<file path="config.mk">
export PLATFORM = sky130hd
export DESIGN_NAME = midi_poly_synth
export DESIGN_NICKNAME = d
export VERILOG_FILES = /design/src/rtl/midi_synth_pkg.sv /design/src/rtl/midi_synth_voice.sv /design/src/rtl/midi_poly_synth.sv
export SDC_FILE = /design/constraint.sdc
export NUM_CORES = 1
export LEC_CHECK = 0
export CAP_MARGIN = 15
export CORE_ASPECT_RATIO = 1.1
export CORE_UTILIZATION = 50
export CTS_BUF_LIST = sky130_fd_sc_hd__clkbuf_8
export DETAILED_ROUTE_END_ITERATION = 8
export PLACE_DENSITY_LB_ADDON = 0.3
export SETUP_SLACK_MARGIN = 0.05
export SLEW_MARGIN = 20
export SYNTH_ARGS = -nofsm -noshare
export SYNTH_HDL_FRONTEND = slang
export SYNTH_SLANG_ARGS = --single-unit
</file>
<file path="constraint.sdc">
create_clock -name clk -period 8.9 [get_ports clk]
set_clock_uncertainty 0.1 [all_clocks]
set_input_delay 1.78 -clock clk [delete_from_list [all_inputs] [get_ports clk]]
set_output_delay 1.78 -clock clk [all_outputs]
set_load 0.03 [all_outputs]
</file>
<file path="src/rtl/midi_synth_pkg.sv">
// ============================================================================
// midi_synth_pkg : shared types, MIDI constants and the note -> half-period ROM
// Revision 1.0
// ============================================================================
`default_nettype none

package midi_synth_pkg;

    localparam logic [3:0] NOTE_OFF = 4'h8;
    localparam logic [3:0] NOTE_ON  = 4'h9;

    localparam logic [2:0] ST_IDLE     = 3'd0;
    localparam logic [2:0] ST_GET_NOTE = 3'd1;
    localparam logic [2:0] ST_GET_VEL  = 3'd2;
    localparam logic [2:0] ST_SKIP1    = 3'd3;
    localparam logic [2:0] ST_SKIP2    = 3'd4;

    typedef struct packed {
        logic       active;
        logic [6:0] note;
        logic [6:0] vel;
    } voice_t;

    // round(1000*2^((48-n)/12)): top-octave values in 16.16 fixed point,
    // shifted down one bit per octave and rounded half-up.
    function automatic logic [15:0] HALF_PERIOD(input logic [6:0] n);
        logic [6:0]  oct;
        logic [6:0]  semi;
        logic [30:0] k;
        logic [30:0] sh;
        oct  = n / 7'd12;
        semi = n % 7'd12;
        case (semi)
            7'd0:    k = 31'd1048576000;
            7'd1:    k = 31'd989723951;
            7'd2:    k = 31'd934175014;
            7'd3:    k = 31'd881743799;
            7'd4:    k = 31'd832255323;
            7'd5:    k = 31'd785544421;
            7'd6:    k = 31'd741455200;
            7'd7:    k = 31'd699840517;
            7'd8:    k = 31'd660561488;
            7'd9:    k = 31'd623487020;
            7'd10:   k = 31'd588493383;
            default: k = 31'd555463787;
        endcase
        sh = (k + (31'd1 << (7'd15 + oct))) >> (7'd16 + oct);
        if (sh == 31'd0) begin
            return 16'd1;
        end
        return sh[15:0];
    endfunction

endpackage

`default_nettype wire

</file>
<file path="src/rtl/midi_synth_voice.sv">
// ============================================================================
// midi_synth_voice : one square-wave oscillator with velocity amplitude
// Revision 1.0
// ============================================================================
`default_nettype none

module midi_synth_voice
    import midi_synth_pkg::*;
#(
    parameter int OUT_W     = 16,
    parameter int AMP_SHIFT = 6
) (
    input  logic                    clk,
    input  logic                    rst_n,
    input  logic                    start,
    input  logic                    stop,
    input  logic [6:0]              note,
    input  logic [6:0]              vel,
    output logic                    active,
    output logic signed [OUT_W-1:0] contrib
);

    voice_t             rec_q, rec_d;
    logic [15:0]        cnt_q, cnt_d;
    logic               phase_q, phase_d;
    logic [15:0]        half_period;
    logic signed [OUT_W-1:0] amp;

    assign half_period = HALF_PERIOD(rec_q.note);
    assign amp         = OUT_W'(rec_q.vel) << AMP_SHIFT;

    // A start outranks both a stop and a wrap landing in the same cycle.
    always_comb begin
        rec_d   = rec_q;
        cnt_d   = cnt_q;
        phase_d = phase_q;
        if (start) begin
            rec_d.active = 1'b1;
            rec_d.note   = note;
            rec_d.vel    = vel;
            cnt_d        = 16'd0;
            phase_d      = 1'b0;
        end else begin
            if (rec_q.active) begin
                if (cnt_q == half_period - 16'd1) begin
                    cnt_d   = 16'd0;
                    phase_d = ~phase_q;
                end else begin
                    cnt_d = cnt_q + 16'd1;
                end
            end
            if (stop) begin
                rec_d.active = 1'b0;
            end
        end
    end

    always_ff @(posedge clk or negedge rst_n) begin
        if (!rst_n) begin
            rec_q   <= '0;
            cnt_q   <= 16'd0;
            phase_q <= 1'b0;
        end else begin
            rec_q   <= rec_d;
            cnt_q   <= cnt_d;
            phase_q <= phase_d;
        end
    end

    assign active  = rec_q.active;
    assign contrib = !rec_q.active ? '0 : (phase_q ? -amp : amp);

endmodule

`default_nettype wire

</file>
<file path="src/rtl/midi_poly_synth.sv">
// ============================================================================
// midi_poly_synth : MIDI parser, voice allocator and mixer for NUM_VOICES
// square-wave oscillators. Optional MIDI_POLY_SYNTH_CHANNEL_FILTER_EN limits
// Note On/Off to channel MIDI_CH (default build is omni).
// Revision 1.0
// ============================================================================
`default_nettype none

module midi_poly_synth
    import midi_synth_pkg::*;
#(
    parameter int NUM_VOICES = 4,
    parameter int OUT_W      = 16,
    parameter int AMP_SHIFT  = 6,
    parameter int SAMPLE_DIV = 512,
    parameter int MIDI_CH    = 0
) (
    input  logic                    clk,
    input  logic                    rst_n,
    input  logic [7:0]              midi_data,
    input  logic                    midi_valid,
    output logic signed [OUT_W-1:0] sound_data,
    output logic                    sound_valid,
    output logic [NUM_VOICES-1:0]   voice_active
);

    localparam int VW = (NUM_VOICES > 1) ? $clog2(NUM_VOICES) : 1;
    localparam int DW = (SAMPLE_DIV > 1) ? $clog2(SAMPLE_DIV) : 1;

    generate
        if (NUM_VOICES < 1 || NUM_VOICES > 16 || SAMPLE_DIV < 1 ||
            MIDI_CH < 0 || MIDI_CH > 15 ||
            (longint'(NUM_VOICES * 127) << AMP_SHIFT) >
            ((longint'(1) << (OUT_W - 1)) - 1)) begin : g_param_check
            $error("midi_poly_synth: illegal parameter set");
        end
    endgenerate

    logic [2:0]  state_q, state_d;
    logic        rs_valid_q, rs_valid_d;
    logic        rs_on_q, rs_on_d;
    logic [6:0]  note_q, note_d;
    logic        ch_ok;
    logic        msg_done;
    logic        msg_on;

`ifdef MIDI_POLY_SYNTH_CHANNEL_FILTER_EN
    assign ch_ok = (midi_data[3:0] == 4'(MIDI_CH));
`else
    assign ch_ok = 1'b1;
`endif

    always_comb begin
        state_d    = state_q;
        rs_valid_d = rs_valid_q;
        rs_on_d    = rs_on_q;
        note_d     = note_q;
        msg_done   = 1'b0;
        if (midi_valid) begin
            if (midi_data[7]) begin
                if (midi_data[7:3] == 5'b11111) begin
                    // realtime bytes pass through without disturbing anything
                end else if (midi_data[7:4] == 4'hF) begin
                    rs_valid_d = 1'b0;
                    state_d    = ST_IDLE;
                end else if ((midi_data[7:4] == NOTE_OFF || midi_data[7:4] == NOTE_ON) && ch_ok) begin
                    rs_valid_d = 1'b1;
                    rs_on_d    = midi_data[4];
                    state_d    = ST_GET_NOTE;
                end else begin
                    rs_valid_d = 1'b0;
                    state_d    = (midi_data[7:4] == 4'hC || midi_data[7:4] == 4'hD) ? ST_SKIP1 : ST_SKIP2;
                end
            end else begin
                case (state_q)
                    ST_IDLE: begin
                        if (rs_valid_q) begin
                            note_d  = midi_data[6:0];
                            state_d = ST_GET_VEL;
                        end
                    end
                    ST_GET_NOTE: begin
                        note_d  = midi_data[6:0];
                        state_d = ST_GET_VEL;
                    end
                    ST_GET_VEL: begin
                        msg_done = 1'b1;
                        state_d  = ST_IDLE;
                    end
                    ST_SKIP2: state_d = ST_SKIP1;
                    default:  state_d = ST_IDLE;
                endcase
            end
        end
    end

    assign msg_on = rs_on_q && (midi_data[6:0] != 7'd0);

    logic [NUM_VOICES-1:0]   act;
    logic [NUM_VOICES-1:0]   start_v, stop_v;
    logic [6:0]              note_tab_q [NUM_VOICES];
    logic [6:0]              note_tab_d [NUM_VOICES];
    logic [VW-1:0]           steal_q, steal_d;
    logic                    hit, free;
    logic [VW-1:0]           hit_idx, free_idx;
    logic signed [OUT_W-1:0] contrib [NUM_VOICES];

    // Scanning downward leaves the lowest matching index in hit_idx/free_idx.
    always_comb begin
        start_v  = '0;
        stop_v   = '0;
        steal_d  = steal_q;
        hit      = 1'b0;
        free     = 1'b0;
        hit_idx  = '0;
        free_idx = '0;
        for (int i = NUM_VOICES - 1; i >= 0; i--) begin
            if (act[i] && note_tab_q[i] == note_q) begin
                hit     = 1'b1;
                hit_idx = VW'(i);
            end
            if (!act[i]) begin
                free     = 1'b1;
                free_idx = VW'(i);
            end
        end
        if (msg_done) begin
            if (msg_on) begin
                if (hit) begin
                    start_v[hit_idx] = 1'b1;
                end else if (free) begin
                    start_v[free_idx] = 1'b1;
                end else begin
                    start_v[steal_q] = 1'b1;
                    steal_d = (steal_q == VW'(NUM_VOICES - 1)) ? '0 : steal_q + 1'b1;
                end
            end else if (hit) begin
                stop_v[hit_idx] = 1'b1;
            end
        end
        for (int i = 0; i < NUM_VOICES; i++) begin
            note_tab_d[i] = start_v[i] ? note_q : note_tab_q[i];
        end
    end

    generate
        for (genvar g = 0; g < NUM_VOICES; g++) begin : g_voice
            midi_synth_voice #(
                .OUT_W     (OUT_W),
                .AMP_SHIFT (AMP_SHIFT)
            ) u_voice (
                .clk     (clk),
                .rst_n   (rst_n),
                .start   (start_v[g]),
                .stop    (stop_v[g]),
                .note    (note_q),
                .vel     (midi_data[6:0]),
                .active  (act[g]),
                .contrib (contrib[g])
            );
        end
    endgenerate

    logic signed [OUT_W-1:0] mix_q, mix_d;
    logic [DW-1:0]           div_q, div_d;
    logic                    div_wrap;
    logic signed [OUT_W-1:0] sound_data_q, sound_data_d;
    logic                    sound_valid_q, sound_valid_d;

    always_comb begin
        mix_d = '0;
        for (int i = 0; i < NUM_VOICES; i++) begin
            mix_d = mix_d + contrib[i];
        end
    end

    assign div_wrap      = (div_q == DW'(SAMPLE_DIV - 1));
    assign div_d         = div_wrap ? '0 : div_q + 1'b1;
    assign sound_data_d  = div_wrap ? mix_q : sound_data_q;
    assign sound_valid_d = div_wrap;

    always_ff @(posedge clk or negedge rst_n) begin
        if (!rst_n) begin
            state_q       <= ST_IDLE;
            rs_valid_q    <= 1'b0;
            rs_on_q       <= 1'b0;
            note_q        <= 7'd0;
            steal_q       <= '0;
            note_tab_q    <= '{default: '0};
            mix_q         <= '0;
            div_q         <= '0;
            sound_data_q  <= '0;
            sound_valid_q <= 1'b0;
        end else begin
            state_q       <= state_d;
            rs_valid_q    <= rs_valid_d;
            rs_on_q       <= rs_on_d;
            note_q        <= note_d;
            steal_q       <= steal_d;
            note_tab_q    <= note_tab_d;
            mix_q         <= mix_d;
            div_q         <= div_d;
            sound_data_q  <= sound_data_d;
            sound_valid_q <= sound_valid_d;
        end
    end

    assign sound_data   = sound_data_q;
    assign sound_valid  = sound_valid_q;
    assign voice_active = act;

endmodule

`default_nettype wire

</file>
# Word-level counts from Yosys, hierarchy flattened
# Memories as Yosys holds them, arrays and structs flattened.
# Cells that the tools add are included.
# totals
rom_bits,1856
out_inout_bits,21
elab_cells,258
regBits,184
input_bits,11
n_memories,4
# memory_table
memory,depth,word_bits,read_ports,rd_ports_with_merged_regs,write_ports,line_no,text
(no name shown),16,29,1,0,0,midi_synth_pkg.sv:33,case (semi)
(no name shown),16,29,1,0,0,midi_synth_pkg.sv:33,
(no name shown),16,29,1,0,0,midi_synth_pkg.sv:33,
(no name shown),16,29,1,0,0,midi_synth_pkg.sv:33,
# classes
div_mod_pow,8
bitwise_logic,9
order_cmp,6
shifts,8
reduce_logical,42
n_mux,101
addsub,29
eq_ne,22
# ops
cell,n
$mux 16,28
$add 31x31->31,4
$logic_not 31->1,4
$mux 31,4
$shl 1x7->31 const A,4
$shr 31x7->31,4
$add 16x1->16 const B,4
$eq 16x16->1,4
$neg 13->16,4
$sub 16x1->16 const B,4
$add 16x16->16,3
$mux 1,40
$add 4x7->7 const A,4
$add 5x7->7 const A,4
$div 7x4->7 const B,4
$eq 7x7->1,4
$mod 7x4->7 const B,4
$mux 4,7
$reduce_bool 2->1,13
$eq 4x4->1 const B,5
$mux 2,9
$mux 3,6
$logic_not 3->1,5
$pmux 7 s2,1
24 further kinds,52

# Longest topological paths before layout
# Gate-level depths: netlist of the first run.
# depth
word_depth,15
depth_mapped,36
ltp_nobuf,30

# Modules after synthesis
# A second synthesis of the first run with hierarchy kept.
# unflattened
hier_cells,3515
hier_area_um2,27376.3
# modules_own_cells
module,cells_each,n_inst,seq_area_each_um2,area_each_um2
midi_synth_voice (g_voice[1].u_voice ...),761,2,800.8,5437.7
midi_synth_voice (g_voice[3].u_voice),769,1,800.8,5716.7
midi_synth_voice (g_voice[0].u_voice),748,1,800.8,5517.8
midi_poly_synth,476,1,2102.0,5266.3

# Worst setup path before layout of the first run
# Ideal clock, no wire load.
# synth_timing
kind,register to register
startpoint,register g_voice[0].u_voice.rec_q[12] (netlist bit)
endpoint,register g_voice[0].u_voice.cnt_q[10]
required_ns,8.668
path_slack_ns,1.774
period_less_slack_ns,7.126
path_stages_with_launch,31
setup_ns,0.132
n_path_buf,7
t_arrival_ns,6.894
path_cell_list,dfrtp_1 > buf_2 > and2b_1 > mux2i_1 > a31oi_1 > nor2_1 > buf_2 > buf_2 > xnor2_1 > clkbuf_1 > a21oi_1 > a22oi_1 > ha_1 > buf_2 > a21oi_1 > o21ai_1 > a221oi_2 > nor2_1 > nor4b_2 > a211oi_2 > nor2b_1 > or4_1 > buf_2 > nor4_1 > mux2_2 > a221oi_1 > o2111ai_1 > or3b_1 > buf_2 > o22ai_2 > nor2_1
# synth_between
elab_chain_cells,13
elab_cells_between_ends,31
cone_classes,4 x add/sub; 2 x div; 2 x order compare; 2 x eq/ne; 2 x shift; 13 x mux; 5 x reduce/logical; 1 x memory
# synth_lines
item,line_no,text
"start, declared",midi_synth_voice.sv:23,"voice_t rec_q, rec_d;"
"start signal, assigned",midi_synth_voice.sv:64,rec_q <= rec_d;
$div 7x4->7 / $mod 7x4->7 (equally long branches),"midi_synth_pkg.sv:31, midi_synth_pkg.sv:32",
$add 4x7->7 (tied with other cells),midi_synth_pkg.sv:47,sh = (k + (31'd1 << (7'd15 + oct))) >> (7'd16 + oct);
$shl 1x7->31 / $mux 31 (equally long branches),"midi_synth_pkg.sv:47, midi_synth_pkg.sv:33",
$add 31x31->31,midi_synth_pkg.sv:47,
$shr 31x7->31,midi_synth_pkg.sv:47,
$logic_not 31->1,midi_synth_pkg.sv:48,if (sh == 31'd0) begin
$mux 1,midi_synth_pkg.sv:48,
$mux 16,midi_synth_pkg.sv:51,return sh[15:0];
$sub 16x1->16,midi_synth_voice.sv:45,if (cnt_q == half_period - 16'd1) begin
$eq 16x16->1,midi_synth_voice.sv:45,
$mux 16,midi_synth_voice.sv:45,
$mux 16,midi_synth_voice.sv:44,if (rec_q.active) begin
$mux 16,midi_synth_voice.sv:37,if (start) begin
"end signal, assigned",midi_synth_voice.sv:65,cnt_q <= cnt_d;
"end, declared",midi_synth_voice.sv:24,"logic [15:0] cnt_q, cnt_d;"
# Several ways; a longest one is shown, not always the timed one. The select of a mux whose other input is x is not followed.
# A chain may end at the register's enable or synchronous reset.

# Worst setup path in the final report of the first run
# layout_timing
startpoint,register g_voice[0].u_voice.rec_q[13] (netlist bit)
endpoint,register g_voice[0].u_voice.cnt_q[8]
# Same word-level chain as after synthesis.

==> results by group, run 1 <==
Run status
  • Status: complete, no violations

Cells and area
  • Final std cells w/o fill: 3885
  • Area delta synth->final: 4.88%
  • Fillers: 4577
  • Cell area after layout: 0.0253 mm2
  • Fin nets: 3430
  • Layout cell share with drive strength beyond 1: 0.0634

Critical path
  • Critical-path top delay cell: or3b_1
  • Arrival time at the worst endpoint: 8.32 ns
  • Setup CP Type: reg -> reg
  • CP Capture Type: register
  • Max FO, Critical Path: 13
  • Critical Path Start Type: register
  • Most common cell on crit path: nand2_1
  • FF-to-FF path depth: 28
  • CP max stage delay: 0.55 ns
  • Crit path required time: 9.16 ns

Global route
  • Largest net degree at the start of global routing: 96
  • Initial antenna violation count: 5
  • Global-route wire length before repair: 119000 um
  • GR Overflow Total: 0
  • Vias in the first global route: 23500
  • GRT Total Usage: 0.293

STA
  • Final Max Slew Viols: 0
  • Worst hold margin: 0.352 ns
  • Min cycle time layout: 8.06 ns
  • Max Clk Rate: 124 MHz
  • Setup_tns: 0 ns
  • RSZ-0062 raised after global routing: no
  • Final setup viols: 0
  • Final worst path period share: 0.905
  • Worst slew pin tran: 1.07 ns
  • Slew HR: 0.283
  • Hold Vio Cnt, Final: 0

Clocking
  • CTS sink count: 172
  • Worst-path clk slew: 0.10 ns
  • Root buffer cell: clkbuf_8
  • Max clock buf depth: 2
  • CTS Hold Bufs: 0
  • TritonCTS buffer count: 17
  • H-tree Lvls: 4
  • CTS tree: done
  • Clock latency at the later pin of the worst-skew pair: 0.49 ns

Routing
  • Pre-Repair DR Iteration Count: 6
  • Vias/cell: 6.45
  • Iter 0 DRT Violations: 2344
  • Final wirelength: 72200 um
  • Via count: 25100
  • Wire per inst: 18.6 um
  • DR DRC count: 0
  • Detail Route Antenna Nets: 0

Synth
  • FFs w/ async S/R, synth: 1.00
  • Syn avg cell area: 7.33 um2
  • Synth Flop Type: dfrtp_1
  • Synth cell types: 110
  • EDFF count, synth: 0
  • Warnings, synthesis: 0
  • Seq cells post-synth: 172
  • Post-synthesis sequential area ratio: 0.179
  • Post-synthesis cell count: 3283
  • Post-Syn Area: 0.0241 mm2

Floorplan
  • Rows: 83
  • Chip height: 232 um
  • Core Box Area: 0.0471 mm2
  • Die width: 211 um
  • Die area: 0.0490 mm2
  • Initial core utilization: 0.511
  • # IOs: 32

Placement
  • Port bufs: 25
  • Placed Area: 0.0248 mm2
  • DP HPWL: 55600 um
  • Routability Congestion: 0.995
  • Dpl cells: 3852

Job
  • Max-cap violations: 0

Min path
  • Hold Crit Depth: 1
  • Hold WC Path Type: reg -> reg
[cell usage in the layout (no fill, tap or decap), types with 35 or more instances in the layout]
cell,netlist,final
nand4_1,67,67
mux2_2,66,66
nor4_1,35,35
o211ai_1,47,47
o21ai_0,203,201
a211oi_1,56,56
xor2_1,78,78
a21oi_1,231,230
and3_1,50,50
xnor2_1,132,132
nand3_1,108,108
mux2i_1,41,41
ha_1,167,167
nand2b_1,37,37
nor3_1,108,107
conb_1,1,74
o21a_1,36,36
nor2_1,297,294
dfrtp_1,172,171
a21o_1,52,52
inv_1,91,91
nand2_1,407,407
and2_1,36,36
[critical path, delay by kind of cell (launching register included)]
kind                     cells  cell delay (ns)
buffers and inverters        1             0.21
flip-flops                   1             0.53
AND/OR/NAND/NOR             11             2.70
multiplexers                 1             0.22
XOR/XNOR                     1             0.13
adder cells (fa/ha/maj)      2             0.86
AO/OA/AOI/OAI               12             3.17
[sequential cells by signal, summed over array words and instances (netlist names)]
signal,flops
sound_valid,1
g_voice.u_voice.phase_q,4
note_q,7
g_voice.u_voice.cnt_q,64
div_q,9
rs_valid_q,1
steal_q,2
g_voice.u_voice.active,4
state_q,3
g_voice.u_voice.amp,28
rs_on_q,1
sound_data,10
g_voice.u_voice.rec_q,28
mix_q,10
[final cells by class]
cell class	instances	area [um2]	area share
multi-input cells	2891	18900	0.749
repair buffers	59	507	0.0201
well taps	637	797	0.0316
diodes	1	2.50	0.0000991
inverters	93	349	0.0138
clock inverters	15	150	0.00595
flip-flops and latches	172	4310	0.171
clock buffers	17	234	0.00927
[metal layers]
layer,vias to the layer above,part of all wire,global-route usage
li1,12000,-,-
met1,11900,0.43,0.386
met2,990,0.47,0.490
met3,203,0.060,0.0289
met4,8,0.038,0.117
met5,-,0.00079,0
[stage by stage]
step,worst slack (ns),utilization
floorplan,1.77,-
global placement,1.12,0.527
detailed placement,0.920,0.527
CTS,0.868,0.535
global route,0.155,0.536
finish,0.843,0.536
[worst paths after layout]
path                                                               start                                  endpoint  slack, ns
max in group asynchronous                                          rst_n  g_voice[3].u_voice.rec_q[13]$_DFFE_PN0P_       5.83
worst min-delay path                                  div_q[0]$_DFF_PN0_                        div_q[0]$_DFF_PN0_       0.35
worst min register to register                        div_q[0]$_DFF_PN0_                        div_q[0]$_DFF_PN0_       0.35
worst max register to register  g_voice[0].u_voice.rec_q[13]$_DFFE_PN0P_   g_voice[0].u_voice.cnt_q[8]$_DFFE_PN0P_       0.84
worst max-delay path            g_voice[0].u_voice.rec_q[13]$_DFFE_PN0P_   g_voice[0].u_voice.cnt_q[8]$_DFFE_PN0P_       0.84
min in group asynchronous                                          rst_n                 sound_data[7]$_DFFE_PN0P_       1.24
[repair_timing]
item | CTS | global route
setup endpoints to repair | 0 | 15
setup buffers | 0 | 0
hold endpoints to repair | 0 | 0
resized for setup | 0 | 5
[cell families (layout without fill, tap and decap cells)]
kind of cell             count (synthesis)  after routing  synth area share
flip-flops                             172            172             0.179
AND/OR/NAND/NOR                       1312           1312             0.265
adder cells (fa/ha/maj)                185            185             0.102
buffers and inverters                  293            184            0.0499
AO/OA/AOI/OAI                         1002           1002             0.279
XOR/XNOR                               210            210            0.0764
other                                    1             75          0.000156
multiplexers                           108            108            0.0484
[cell usage after synthesis, types with 18 or more instances]
cell type | count | area share
o21a_1 | 36 | 0.011
nand3_1 | 108 | 0.022
ha_1 | 167 | 0.087
nor2_1 | 297 | 0.046
nor4_1 | 35 | 0.0091
o21ai_0 | 203 | 0.042
o21ai_1 | 21 | 0.0044
nand4_1 | 67 | 0.017
a211oi_1 | 56 | 0.017
mux2_2 | 66 | 0.031
a21o_1 | 52 | 0.016
a21boi_0 | 25 | 0.0078
o22ai_1 | 21 | 0.0055
mux2i_1 | 41 | 0.017
buf_2 | 28 | 0.0058
and3_1 | 50 | 0.013
o31ai_1 | 27 | 0.0084
a31oi_1 | 34 | 0.0088
nor3_1 | 108 | 0.022
nand2b_1 | 37 | 0.0096
clkbuf_1 | 144 | 0.022
xor2_1 | 78 | 0.028
and2_1 | 36 | 0.0094
a21oi_1 | 231 | 0.048
inv_1 | 91 | 0.014
xnor2_1 | 132 | 0.048
fa_1 | 18 | 0.015
dfrtp_1 | 172 | 0.18
nor2b_1 | 33 | 0.0086
nand2_1 | 407 | 0.063
or3_1 | 33 | 0.0086
o211ai_1 | 47 | 0.015
Power of run 1 is left out: the tool's default activity adds up to more than one toggle a clock period on the data nets, which glitch-free logic cannot reach.
==> run 2, diff against run 1 <==
Settings changed: SETUP_SLACK_MARGIN 0.05 to default.
==> run 2 against run 1 <==
Against the previous run:
- sequential share of layout area hardly changed
- core utilization hardly changed
- first-iteration DRC count is 0.30% higher
- count of clock-buffer cells in the layout stayed put
- critical path depth stayed put
- register-to-register slack worse by 0.06 ns
==> results by group, run 2 (synthesis gave the netlist of run 1 again) <==
Placement
  • Dpl ws: 0.920 ns
  • DP HPWL: 55600 um
  • Routability Congestion: 0.995
  • Port bufs: 25
  • Placed Area: 0.0248 mm2

Floorplan
  • Initial core utilization: 0.511
  • Die width: 211 um
  • # IOs: 32
  • Core Box Area: 0.0471 mm2
  • Chip height: 232 um
  • Die area: 0.0490 mm2
  • Rows: 83

Routing
  • DR top layer: met5
  • Pre-Repair DR Iteration Count: 6
  • Wire per inst: 18.6 um
  • Met3 WL: 4300 um
  • DR DRC count: 0
  • Iter 0 DRT Violations: 2351
  • Final wirelength: 72200 um
  • M1 WL: 31200 um
  • Vias/cell: 6.43
  • WL met2: 34000 um
  • Via count: 25000
  • Detail Route Antenna Nets: 0

Critical path
  • Critical Path Start Type: register
  • Critical-path top delay cell: or3b_1
  • CP max stage delay: 0.55 ns
  • Arrival time at the worst endpoint: 8.37 ns
  • Reg2Reg Launch Point: g_voice[0].u_voice.rec_q[13]$_DFFE_PN0P_
  • Crit path required time: 9.16 ns
  • CP startpoint: g_voice[0].u_voice.rec_q[13]$_DFFE_PN0P_
  • Max FO, Critical Path: 13
  • Setup CP Type: reg -> reg
  • CP Capture Type: register

Cells and area
  • Fin nets: 3430
  • Layout cell share with drive strength beyond 1: 0.0628
  • Largest register by flop count: g_voice.u_voice.cnt_q
  • Cell area after layout: 0.0252 mm2
  • Area delta synth->final: 4.84%
  • Commonest non-fill, non-tap cell in the layout: nand2_1
  • Most frequent cells in the layout: 407 x nand2_1, 294 x nor2_1, 230 x a21oi_1
  • Max FFs per register: 64

STA
  • Worst hold margin: 0.352 ns
  • Max Clk Rate: 123 MHz
  • Final Max Slew Viols: 0
  • Hold Vio Cnt, Final: 0
  • Setup_tns: 0 ns
  • Final setup viols: 0
  • Final worst path period share: 0.912
  • Final worst-path setup slack: 0.784 ns
  • Worst slew pin tran: 1.08 ns
  • Slew HR: 0.282
  • RSZ-0062 raised after global routing: no
  • Min cycle time layout: 8.12 ns

Global route
  • Largest net degree at the start of global routing: 96
  • GRT Total Usage: 0.293
  • Initial antenna violation count: 5
  • GR Overflow Total: 0
  • Global-route wire length before repair: 119000 um
  • Vias in the first global route: 23500

Run status
  • Status: complete, no violations

Clocking
  • CTS Hold Bufs: 0
  • CTS tree: done
  • Root buffer cell: clkbuf_8
  • CTS sink count: 172
  • H-tree Lvls: 4
  • Clock latency at the later pin of the worst-skew pair: 0.49 ns
  • Post CTS Setup Buffer Count: 0
  • Post-cts sizing count: 0
  • TritonCTS buffer count: 17
  • Max clock buf depth: 2
  • Worst-path clk slew: 0.10 ns

Job
  • Max-cap violations: 0

Min path
  • Hold WC Path Type: reg -> reg
  • HP Start: div_q[0]$_DFF_PN0_
run 2: cell types whose count changed in the layout (fill, tap and decap cells not counted):
cell / change
o31ai_2: -1
o31ai_1: +1
o21ai_1: +1
o21ai_2: -1
run 2: through the flow:
stage          instances   util
3_3_place_gp        3852  0.527
5_1_grt             3885  0.535
4_1_cts             3884  0.535
6_report            3885  0.535
3_5_place_dp        3852  0.527
2_1_floorplan       3356      -
run 2: final timing paths:
path,end,slack (ns),depth (start not counted)
max,g_voice[0].u_voice.cnt_q[8]$_DFFE_PN0P_,0.78,28
min,div_q[0]$_DFF_PN0_,0.35,1
max reg2reg,g_voice[0].u_voice.cnt_q[8]$_DFFE_PN0P_,0.78,28
min reg2reg,div_q[0]$_DFF_PN0_,0.35,1
max in group asynchronous,g_voice[3].u_voice.rec_q[13]$_DFFE_PN0P_,5.83,2
min in group asynchronous,sound_data[7]$_DFFE_PN0P_,1.24,1
run 2: area by class of cell:
cell class,count,area [um2]
well taps,637,797
repair buffers,59,507
flip-flops and latches,172,4310
clock buffers,17,234
inverters,93,349
multi-input cells,2891,18900
clock inverters,15,150
diodes,1,2.50
fillers,4580,21900
run 2: critical path, delay by kind of cell, from the launching register on:
family,cells,cell delay [ns]
AOI/OAI and AO/OA,14,3.37
xor gates and xnor gates,1,0.13
adders and majority gates,2,0.86
buffers and inverters,1,0.20
DFF,1,0.53
muxes,1,0.22
and+or+nand+nor,9,2.56
run 2: layer usage:
layer / global-route usage / up-vias
li1: - / 12000
met3: 0.0289 / 200
met5: 0 / -
met1: 0.386 / 11800
met2: 0.490 / 949
met4: 0.117 / 8
Power of run 2 is left out for the same reason.
==> run 3, diff against run 2 <==
Settings changed: CELL_PAD_IN_SITES_DETAIL_PLACEMENT from default to 0, CELL_PAD_IN_SITES_GLOBAL_PLACEMENT from default to 1, SKIP_LAST_GASP from default to 1.
==> run 3 against run 2 <==
Against the previous run:
- worst setup slack worse by 0.0041 ns
- sequential cell count stayed put
- hold slack better by 0.010 ns
- die area stayed put
- fmax hardly changed
- core utilization is 0.16 points higher
- cell count stayed put
- highest routed layer unchanged
- sequential share of layout area is 0.051 points lower
- global-route usage is 0.62 points lower
==> results by group, run 3 (synthesis gave the netlist of run 1 again) <==
Clocking
  • Worst-path clk slew: 0.09 ns
  • CTS sink count: 172
  • Clock latency at the later pin of the worst-skew pair: 0.48 ns
  • Post CTS Setup Buffer Count: 0
  • Post-cts sizing count: 0
  • H-tree Lvls: 4
  • CTS tree: done
  • Root buffer cell: clkbuf_8
  • TritonCTS buffer count: 17
  • Max clock buf depth: 2
  • CTS Hold Bufs: 0

STA
  • Final worst path period share: 0.912
  • Setup_tns: 0 ns
  • Max Clk Rate: 123 MHz
  • Min cycle time layout: 8.12 ns
  • RSZ-0062 raised after global routing: no
  • Final Max Slew Viols: 0
  • Worst hold margin: 0.363 ns
  • Worst slew pin tran: 0.998 ns
  • Hold Vio Cnt, Final: 0
  • Final setup viols: 0
  • Slew HR: 0.329

Critical path
  • CP Capture Type: register
  • Setup CP Type: reg -> reg
  • Critical Path Start Type: register
  • Crit path required time: 9.17 ns
  • Max FO, Critical Path: 21
  • Arrival time at the worst endpoint: 8.39 ns

Floorplan
  • # IOs: 32
  • Core Box Area: 0.0471 mm2
  • Die width: 211 um
  • Rows: 83
  • Die area: 0.0490 mm2
  • Chip height: 232 um
  • Initial core utilization: 0.511

Global route
  • Vias in the first global route: 23000
  • GRT Total Usage: 0.287
  • GR Overflow Total: 0
  • Met3 usage: 0.0329
  • Initial antenna violation count: 3
  • Global-route wire length before repair: 117000 um
  • Met1 Use GR: 0.377
  • Largest net degree at the start of global routing: 94
  • Gr busiest metal: met2
  • Global routing usage on met2: 0.488

Routing
  • Wire per inst: 18.3 um
  • Vias/cell: 6.35
  • Pre-Repair DR Iteration Count: 6
  • Iter 0 DRT Violations: 1991
  • Via count: 24700
  • DR DRC count: 0
  • Detail Route Antenna Nets: 0
  • Final wirelength: 71100 um

Placement
  • Routability Congestion: 0.963
  • DP HPWL: 55300 um
  • Port bufs: 25

Cells and area
  • Commonest non-fill, non-tap cell in the layout: nand2_1
  • Most frequent cells in the layout: 407 x nand2_1, 295 x nor2_1, 230 x a21oi_1
  • Largest register by flop count: g_voice.u_voice.cnt_q
  • Fin nets: 3430
  • Layout cell share with drive strength beyond 1: 0.0628
  • Fillers: 4641
  • Sequential standard cell area: 0.00431 mm2
  • Multi-input gate area: 0.0189 mm2
  • Area delta synth->final: 5.16%
  • Max FFs per register: 64

Run status
  • Status: complete, no violations

Min path
  • Hold WC Path Type: reg -> reg

Job
  • Max-cap violations: 0
## run 3: changes by cell type in the layout (fill, tap and decap cells not counted)
cell	previous run	this run
xnor2_2	0	1
buf_4	34	33
nor2_1	294	295
bufinv_16	0	3
clkinv_4	0	2
inv_1	91	92
clkinvlp_4	5	1
nor2_4	1	2
o21ai_1	23	22
inv_8	4	2
buf_6	1	2
o21ai_2	1	2
nor2_2	4	2
xnor2_1	132	131
## run 3: stage by stage
step | instance area, um2 | std cells | util | setup WS (ns)
after detailed placement | 24800 | 3852 | 0.527 | 0.746
after global placement | 24800 | 3852 | 0.527 | 0.909
after floorplan | 24300 | 3356 | - | 1.77
after global routing | 25300 | 3885 | 0.537 | 0.0218
after CTS | 25300 | 3884 | 0.536 | 0.705
final | 25300 | 3885 | 0.537 | 0.780
## run 3: routing by layer
layer,share of wire,vias up
li1,-,12000
met1,0.44,11700
met2,0.48,843
met3,0.054,122
met4,0.027,4
met5,0.00032,-
## run 3: layout make-up
cell class                      instances  area share
Multi-Input combinational cell       2891       0.747
Inverter                               93      0.0138
Antenna cell                            1   0.0000988
Tap cell                              637      0.0315
Sequential cell                       172       0.170
Timing Repair Buffer                   59      0.0202
Clock buffer                           17     0.00924
Clock inverter                         15     0.00825
## run 3: final timing paths
check	start	to	slack, ns	cells after the start
setup / recovery	g_voice[3].u_voice.rec_q[11]$_DFFE_PN0P_	g_voice[3].u_voice.phase_q$_DFFE_PN0P_	0.78	25
hold / removal	div_q[0]$_DFF_PN0_	div_q[0]$_DFF_PN0_	0.36	1
setup reg to reg	g_voice[3].u_voice.rec_q[11]$_DFFE_PN0P_	g_voice[3].u_voice.phase_q$_DFFE_PN0P_	0.78	25
hold reg to reg	div_q[0]$_DFF_PN0_	div_q[0]$_DFF_PN0_	0.36	1
max in group asynchronous	rst_n	g_voice[3].u_voice.rec_q[13]$_DFFE_PN0P_	6.15	2
min in group asynchronous	rst_n	div_q[8]$_DFF_PN0_	1.25	1
## run 3: worst max-delay path, stage by stage, from the launching register on
cell,delay [ns]
dfrtp_1,0.63
nand2b_1,0.28
mux2i_1,0.16
o31ai_1,0.45
and2_0,0.22
nor2_1,0.06
a21o_1,0.36
a21oi_1,0.34
o21ai_0,0.16
o21ai_0,0.21
ha_1,0.45
a21oi_1,0.32
o21bai_1,0.19
a221oi_1,0.60
o211ai_1,0.29
and4_1,0.24
o41ai_1,0.57
nand2b_1,0.21
ha_1,0.32
and2_1,0.24
nor2b_1,0.17
xnor2_1,0.11
o311ai_0,0.43
nand4b_1,0.34
nor2_1,0.19
mux2_2,0.34
Power of run 3 is left out for the same reason.
